==> src/rtl/fetch_sequencer.sv <==
// fetch_sequencer: byte-serial instruction fetch (4 reads per word), PC ownership,
// redirect handling and valid/ready hand-off of the assembled word.
module fetch_sequencer #(
  parameter int               WIDTH    = 64,
  parameter logic [WIDTH-1:0] RESET_PC = '0
) (
  input  logic             clk,
  input  logic             rst,
  input  logic             run,
  output logic [WIDTH-1:0] mem_addr,
  output logic             mem_re,
  input  logic [7:0]       mem_rdata,
  output logic [31:0]      instr,
  output logic [WIDTH-1:0] instr_pc,
  output logic             instr_valid,
  input  logic             instr_ready,
  input  logic             redirect,
  input  logic [WIDTH-1:0] redirect_pc,
  output logic             misaligned
);
  localparam logic [2:0] IDLE = 3'd0, FETCH = 3'd1, DRAIN = 3'd2, HOLD = 3'd3, ERROR = 3'd4;
  logic [2:0]       state_q, state_d;
  logic [1:0]       k_q, k_d;
  logic [WIDTH-1:0] pc_q, pc_d, addr_q, addr_d, ipc_q, ipc_d;
  logic [31:0]      instr_q, instr_d;
  logic [23:0]      buf_q, buf_d;
  logic             pend_q, valid_q, valid_d, mis_q, mis_d;
  assign mem_re      = state_q == FETCH;
  assign mem_addr    = addr_q;
  assign instr       = instr_q;
  assign instr_pc    = ipc_q;
  assign instr_valid = valid_q;
  assign misaligned  = mis_q;
  always_comb begin
    state_d = state_q;
    k_d     = k_q;
    pc_d    = pc_q;
    ipc_d   = ipc_q;
    instr_d = instr_q;
    valid_d = valid_q;
    mis_d   = mis_q;
    // bytes arrive in issue order, so shifting in builds {b0,b1,b2}
    buf_d   = pend_q && !redirect ? {buf_q[15:0], mem_rdata} : buf_q;
    if (redirect) begin
      valid_d = 1'b0;
      k_d     = 2'd0;
      mis_d   = |redirect_pc[1:0];
      pc_d    = mis_d ? pc_q : redirect_pc;
      state_d = mis_d ? ERROR : run ? FETCH : IDLE;
    end else begin
      case (state_q)
        IDLE:  state_d = run ? FETCH : IDLE;
        FETCH: begin
          k_d     = k_q + 2'd1;
          state_d = k_q == 2'd3 ? DRAIN : FETCH;
        end
        DRAIN: begin
          instr_d = {buf_q, mem_rdata};
          ipc_d   = pc_q;
          valid_d = 1'b1;
          state_d = HOLD;
        end
        HOLD: if (valid_q && instr_ready) begin
          pc_d    = pc_q + WIDTH'(4);
          valid_d = 1'b0;
          state_d = run ? FETCH : IDLE;
        end
        default: state_d = ERROR;
      endcase
    end
    addr_d = state_d == FETCH ? pc_d + WIDTH'(k_d) : addr_q;
  end
  always_ff @(posedge clk or posedge rst) begin
    if (rst) begin
      state_q <= IDLE;
      k_q     <= '0;
      pc_q    <= RESET_PC;
      addr_q  <= '0;
      ipc_q   <= '0;
      instr_q <= '0;
      buf_q   <= '0;
      pend_q  <= 1'b0;
      valid_q <= 1'b0;
      mis_q   <= 1'b0;
    end else begin
      state_q <= state_d;
      k_q     <= k_d;
      pc_q    <= pc_d;
      addr_q  <= addr_d;
      ipc_q   <= ipc_d;
      instr_q <= instr_d;
      buf_q   <= buf_d;
      pend_q  <= mem_re && !redirect;
      valid_q <= valid_d;
      mis_q   <= mis_d;
    end
  end
endmodule

==> config.mk <==
export PLATFORM = sky130hd
export DESIGN_NAME = fetch_sequencer
export DESIGN_NICKNAME = d
export VERILOG_FILES = /design/src/rtl/fetch_sequencer.sv
export SDC_FILE = /design/constraint.sdc
export NUM_CORES = 1
export LEC_CHECK = 0
export CAP_MARGIN = 20
export CORE_MARGIN = 4
export CORE_UTILIZATION = 55
export CTS_CLUSTER_DIAMETER = 150
export CTS_CLUSTER_SIZE = 14
export DETAILED_ROUTE_END_ITERATION = 6
export PLACE_DENSITY = 0.79
export SYNTH_ARGS = -nofsm -noshare
export SYNTH_HDL_FRONTEND = slang
export SYNTH_SLANG_ARGS = --single-unit
==> constraint.sdc <==
create_clock -name clk -period 15 [get_ports clk]
set_clock_uncertainty 0.2 [all_clocks]
set_input_delay 4.5 -clock clk [delete_from_list [all_inputs] [get_ports clk]]
set_output_delay 4.5 -clock clk [all_outputs]
set_load 0.03 [all_outputs]
Yosys cells after proc, flatten, opt, wreduce, memory -nomap -nowiden
Index checks and enable logic that the tools add are counted.
{"block": "op_classes", "mux": 15, "n_addsub": 3, "n_bitwise": 1, "eq_ne": 6, "n_reduce_logical": 9}
{"op": "$mux 64", "count": 4}
{"op": "$add 64x2->64", "count": 1}
{"op": "$add 64x3->64 const B", "count": 1}
{"op": "$pmux 3 s4", "count": 1}
{"op": "$mux 3", "count": 3}
{"op": "$eq 3x1->1 const B", "count": 2}
{"op": "$eq 3x2->1 const B", "count": 2}
{"op": "$mux 2", "count": 3}
{"op": "$reduce_and 2->1", "count": 2}
{"op": "$logic_and 1x1->1", "count": 3}
{"op": "$logic_not 3->1", "count": 1}
{"op": "$mux 1", "count": 3}
{"op": "$ne 3x3->1 const B", "count": 1}
{"op": "$reduce_bool 3->1", "count": 1}
{"op": "$add 2x1->2 const B", "count": 1}
{"op": "$eq 2x2->1 const B", "count": 1}
{"op": "$pmux 1 s2", "count": 1}
{"op": "$reduce_or 2->1", "count": 1}
{"op": "$logic_not 1->1", "count": 1}
{"op": "$not 1->1", "count": 1}
{"block": "word_totals", "output_inout_bits": 163, "elab_cells": 44, "register_bits": 256}

Depth between registers and ports, before layout
{"block": "logic_depth", "word_depth": 5, "ltp_mapped": 21, "mapped_depth_nobuf": 15}

Least setup slack after synthesis
No wires, ideal clock.
{"block": "synth_timing", "path_kind": "input -> register", "from": "input port redirect", "to": "register addr_q[46] (netlist: mem_addr[46])", "required_time_ns": 14.731, "setup_time_ns": 0.069, "path_stages": 17, "setup_slack_ns": 5.617, "arrival_time_ns": 9.114, "cell_sequence": "clkbuf_1 > clkbuf_1 > clkbuf_1 > clkbuf_1 > buf_1 > clkbuf_1 > clkbuf_1 > buf_1 > or2_2 > fa_1 > nand4b_1 > or4_1 > nand4b_1 > or3_1 > nand4b_1 > or4_1 > nand3_1"}
{"block": "synth_between", "elab_chain_cells": 2}
{"item": "start: declaration", "line_no": "17", "text": "input logic redirect,"}
{"item": "$mux 64 (tied with other cells)", "line_no": "44", "text": "if (redirect) begin"}
{"item": "$add 64x2->64 / $eq 3x1->1 (equally long branches)", "line_no": "71", "text": "addr_d = state_d == FETCH ? pc_d + WIDTH'(k_d) : addr_q;"}
{"item": "end signal: assignment", "line_no": "89", "text": "addr_q <= addr_d;"}
{"item": "end: declaration", "line_no": "24", "text": "logic [WIDTH-1:0] pc_q, pc_d, addr_q, addr_d, ipc_q, ipc_d;"}
Several ways; a longest one is shown, not always the timed one.
A chain may end at the register's enable or synchronous reset.

Final worst setup path
{"block": "layout_timing", "from": "input port redirect", "to": "register addr_q[60] (netlist: mem_addr[60])"}
{"block": "layout_between", "elab_chain_cells": 2}
{"item": "$mux 64", "line_no": "44"}
{"item": "net pc_d[2]", "line_no": "24"}
{"item": "$add 64x2->64", "line_no": "71"}
The timed path passes the listed nets, and every way through them passes these cells.

==> results_dict.tcl <==
set metrics [dict create \
    seq_power_share_pct 46.6 \
    p_clk_share_pct 27.5 \
    synth_warnings 0 \
    gp_congestion 0.945 \
    io_buffers 239 \
    slowest_stage "clkinv_1" \
    clk_latency_ps 530 \
    synthArstFlopShare_pct 100 \
    crit_path_end_kind "register" \
    period_needed_ps 9220 \
    cp.arrival_ps 9460 \
    grt_pass1_vias 11600 \
    avgSynthCellArea_um2 9.82 \
    crit_type "primary input to register" \
    drv_cap 0 \
    antenna_found_initial 1 \
    final_nets 1649 \
    crit_path_frequent_cell "a31oi_1" \
    critPathLaunchType "primary input" \
    clock_sinks 256 \
    htreeDepth 1 \
    switchingPower_uw 635 \
    grt_usage_pct 30.2 \
    drive_gt1_share_pct 12.8 \
    intPower_uw 1230 \
    die_h_um 165 \
    ff2ff_setup_slack_ps 9670 \
    grt_max_degree 111 \
    die_area_um2 27200 \
    swShare_pct 34.1 \
    tritoncts "built" \
    required_ps 15240 \
    avgViaCountPerCell 6.28 \
    wl_per_cell_um 21.9 \
    initial_utilization_pct 55.8 \
    synth-edff-count 0 \
    grt_setup_unrepaired "no" \
    seq_area_frac_synth_pct 47.2 \
    status "finished, final reports clean" \
    dp_cells 1866 \
    slew_viol_final 0 \
    synth_area_um2 13600 \
    final_cells 1892 \
    syn_inst 1381 \
    finalWirelength_mm 41.5 \
    postCtsSetupBuffers 0 \
    ctsLongestPathBuffers 3 \
    final_antenna_net_count 0 \
    post-route-util_pct 68.7 \
    area_growth_pct 23.1 \
    hold_slack_ps 278 \
    worst_pin_slew_ps 1060 \
    hold_class "register to register" \
    die_x_um 165 \
    slowest_delay_ps 810 \
    synth_flop_cell "dfrtp_1" \
    max_freq_mhz 108 \
    cts_resized 0 \
    cts-buffers-inserted 22 \
    fin_crit_sh_pct 61.4 \
    core_area_um2 24300 \
    path_buf_inv 2 \
    pwr-share-comb_pct 25.9 \
    setup_viol 0 \
    critPathTopFamily "simple AND/OR/NAND/NOR gates" \
    ys_ff_latch 256 \
    route.detailed.drc 0 \
    irDropWorstVdd_mv 0.0983 \
    cts-hold-fix-buffers 0 \
    cp_max_fo 72 \
    maxSlewHeadroom_pct 29.2 \
    vias 11900 \
    hold_viol_final 0 \
    rows 57 \
    finalSetupTns_ps 0 \
    dp_hpwl_mm 29.5 \
    gr-total-overflow 0 \
    top_level_ports 240 \
    ys_types 81 \
    cts_root_buf "clkbuf_16" \
    synth_fp_nets 1463 \
    p_per_area_nw_per_um2 111 \
    clkTransAtPathRegs_ps 70 \
    grt_first_pass_wirelength_mm 65.3 \
    drt_iter0_drc 1258 \
    nFillCells 1918 \
    path_cells "buf_4 -> clkinv_1 -> a31oi_1 -> nand4b_1 -> nor3_1 -> nand4_1 -> nor4_4 -> nand4_2 -> or3_1 -> a31oi_1" \
    p_leak_uw 0.00703 \
    firstDrtPassIters 6 \
]
-- power by group through the flow --
stage               clock, uW  sequential [uW]  combinational (uW)
finish                    511              867                 482
global route              549              877                 520
CTS                       520              863                 481
detailed placement          0              874                 478
global placement            0              872                 470
floorplan                   0              930                 212
-- state kept, by name, indices dropped and copies added (netlist names) --
register and cells:
instr_pc 64, mem_addr 64, pc_q 64, instr 32, buf_q 24, state_q 3
k_q 2, instr_valid 1, misaligned 1, pend_q 1
-- cell families (layout without fill, tap and decap cells) --
group | after synthesis | in the layout | share of synthesized area (%)
other | 0 | 1 | 0
AO/OA/AOI/OAI | 212 | 212 | 10.4
AND/OR/NAND/NOR | 583 | 583 | 22.6
flip-flops | 256 | 256 | 47.2
multiplexers | 141 | 141 | 11.6
buffers and inverters | 121 | 307 | 3.66
XOR/XNOR | 63 | 63 | 4.07
adder cells (fa/ha/maj) | 5 | 5 | 0.517
-- path summary, 6_finish.rpt --
check                                          from                  endpoint  cells past startpoint
max                                        redirect  mem_addr[60]$_DFFE_PP0N_                     10
min                        mem_addr[61]$_DFFE_PP0N_  mem_addr[61]$_DFFE_PP0N_                      2
max reg2reg                       pc_q[2]$_DFF_PP0_  mem_addr[60]$_DFFE_PP0N_                     11
min reg2reg                mem_addr[61]$_DFFE_PP0N_  mem_addr[61]$_DFFE_PP0N_                      2
max in group asynchronous                       rst        pc_q[57]$_DFF_PP0_                      3
min in group asynchronous                       rst         pc_q[3]$_DFF_PP0_                      2
-- synthesized netlist by cell type (all sizes together), types with 3 or more instances --
master / count / share of area [%]
and3: 24 / 1.1
or2: 5 / 0.23
o211ai: 6 / 0.33
a21oi: 24 / 0.89
nand4b: 6 / 0.39
mux2i: 13 / 0.96
or4: 17 / 1.0
a31oi: 25 / 1.3
nor4: 28 / 1.6
a221oi: 4 / 0.35
or3: 19 / 0.91
a311oi: 3 / 0.19
a221o: 3 / 0.22
a21boi: 4 / 0.22
buf: 22 / 0.92
dfrtp: 256 / 47
o21ai: 76 / 2.8
nand2: 187 / 5.2
and2: 15 / 0.69
nand4: 48 / 2.4
a22oi: 4 / 0.22
nor4b: 5 / 0.37
o22ai: 3 / 0.14
mux2: 128 / 11
nand2b: 4 / 0.24
nor2b: 13 / 0.60
a211oi: 8 / 0.48
inv: 30 / 0.83
o31ai: 14 / 0.77
xor2: 22 / 1.4
clkbuf: 68 / 1.9
and3b: 3 / 0.19
nor2: 80 / 2.2
ha: 4 / 0.37
o31a: 8 / 0.52
and4: 12 / 0.77
xnor2: 41 / 2.6
nand3b: 3 / 0.17
o311ai: 4 / 0.26
nor3: 38 / 1.4
a21o: 3 / 0.17
nand3: 67 / 2.5
a31o: 7 / 0.45
-- tightest hold or removal path, cell delays in order, from the launching register on --
cell,delay [ps]
dfrtp_1,340
nand2_1,50
o31ai_1,60
-- layout make-up --
cell class                 count  area [um^2]  area share [%]
clock buffer                  22          551            3.30
timing repair buffer         252         2510            15.0
multi-input combinational   1004         6680            40.0
clock inverter                 2         27.5           0.165
antenna                        1         2.50          0.0150
sequential                   256         6410            38.4
tap                          324          405            2.43
inverter                      31          124           0.742
-- per-stage QoR --
| step | power [uW] | cell area (um^2) | setup slack (ps) |
|---|---|---|---|
| 6_report | 1860 | 16700 | 5780 |
| 3_5_place_dp | 1350 | 16100 | 5480 |
| 4_1_cts | 1860 | 16700 | 5990 |
| 5_1_grt | 1950 | 16700 | 5550 |
| 2_1_floorplan | 1140 | 13600 | 3260 |
| 3_3_place_gp | 1340 | 16100 | 5650 |
-- per-layer routing --
metal | share of wire [%] | track usage (%) | vias to the layer above | wire length (um)
met5 | 0.017 | 0 | - | 7
met1 | 41 | 43.2 | 5766 | 17000
met3 | 8.9 | 4.47 | 104 | 3690
met2 | 47 | 47.3 | 637 | 19500
met4 | 3.3 | 10.7 | 2 | 1370
li1 | - | - | 5368 | -
-- cells in the final DEF, fill, tap and decap left out, types with 14 or more instances in the layout --
master,Yosys,final
inv_1,30,29
nand4_1,45,45
and3_1,24,24
a21oi_1,24,24
nor2_1,79,79
xnor2_1,41,41
nand2_1,187,187
nor3_1,38,37
nand3_1,67,67
o31ai_1,14,14
and2_1,15,15
mux2_2,128,128
o21ai_0,75,75
dfrtp_1,256,256
clkdlybuf4s50_1,0,238
clkbuf_16,0,22
nor4_1,24,24
a31oi_1,24,24
or4_1,15,15
or3_1,18,18
xor2_1,22,22
Note: power is estimated with default switching activity, not from simulation.
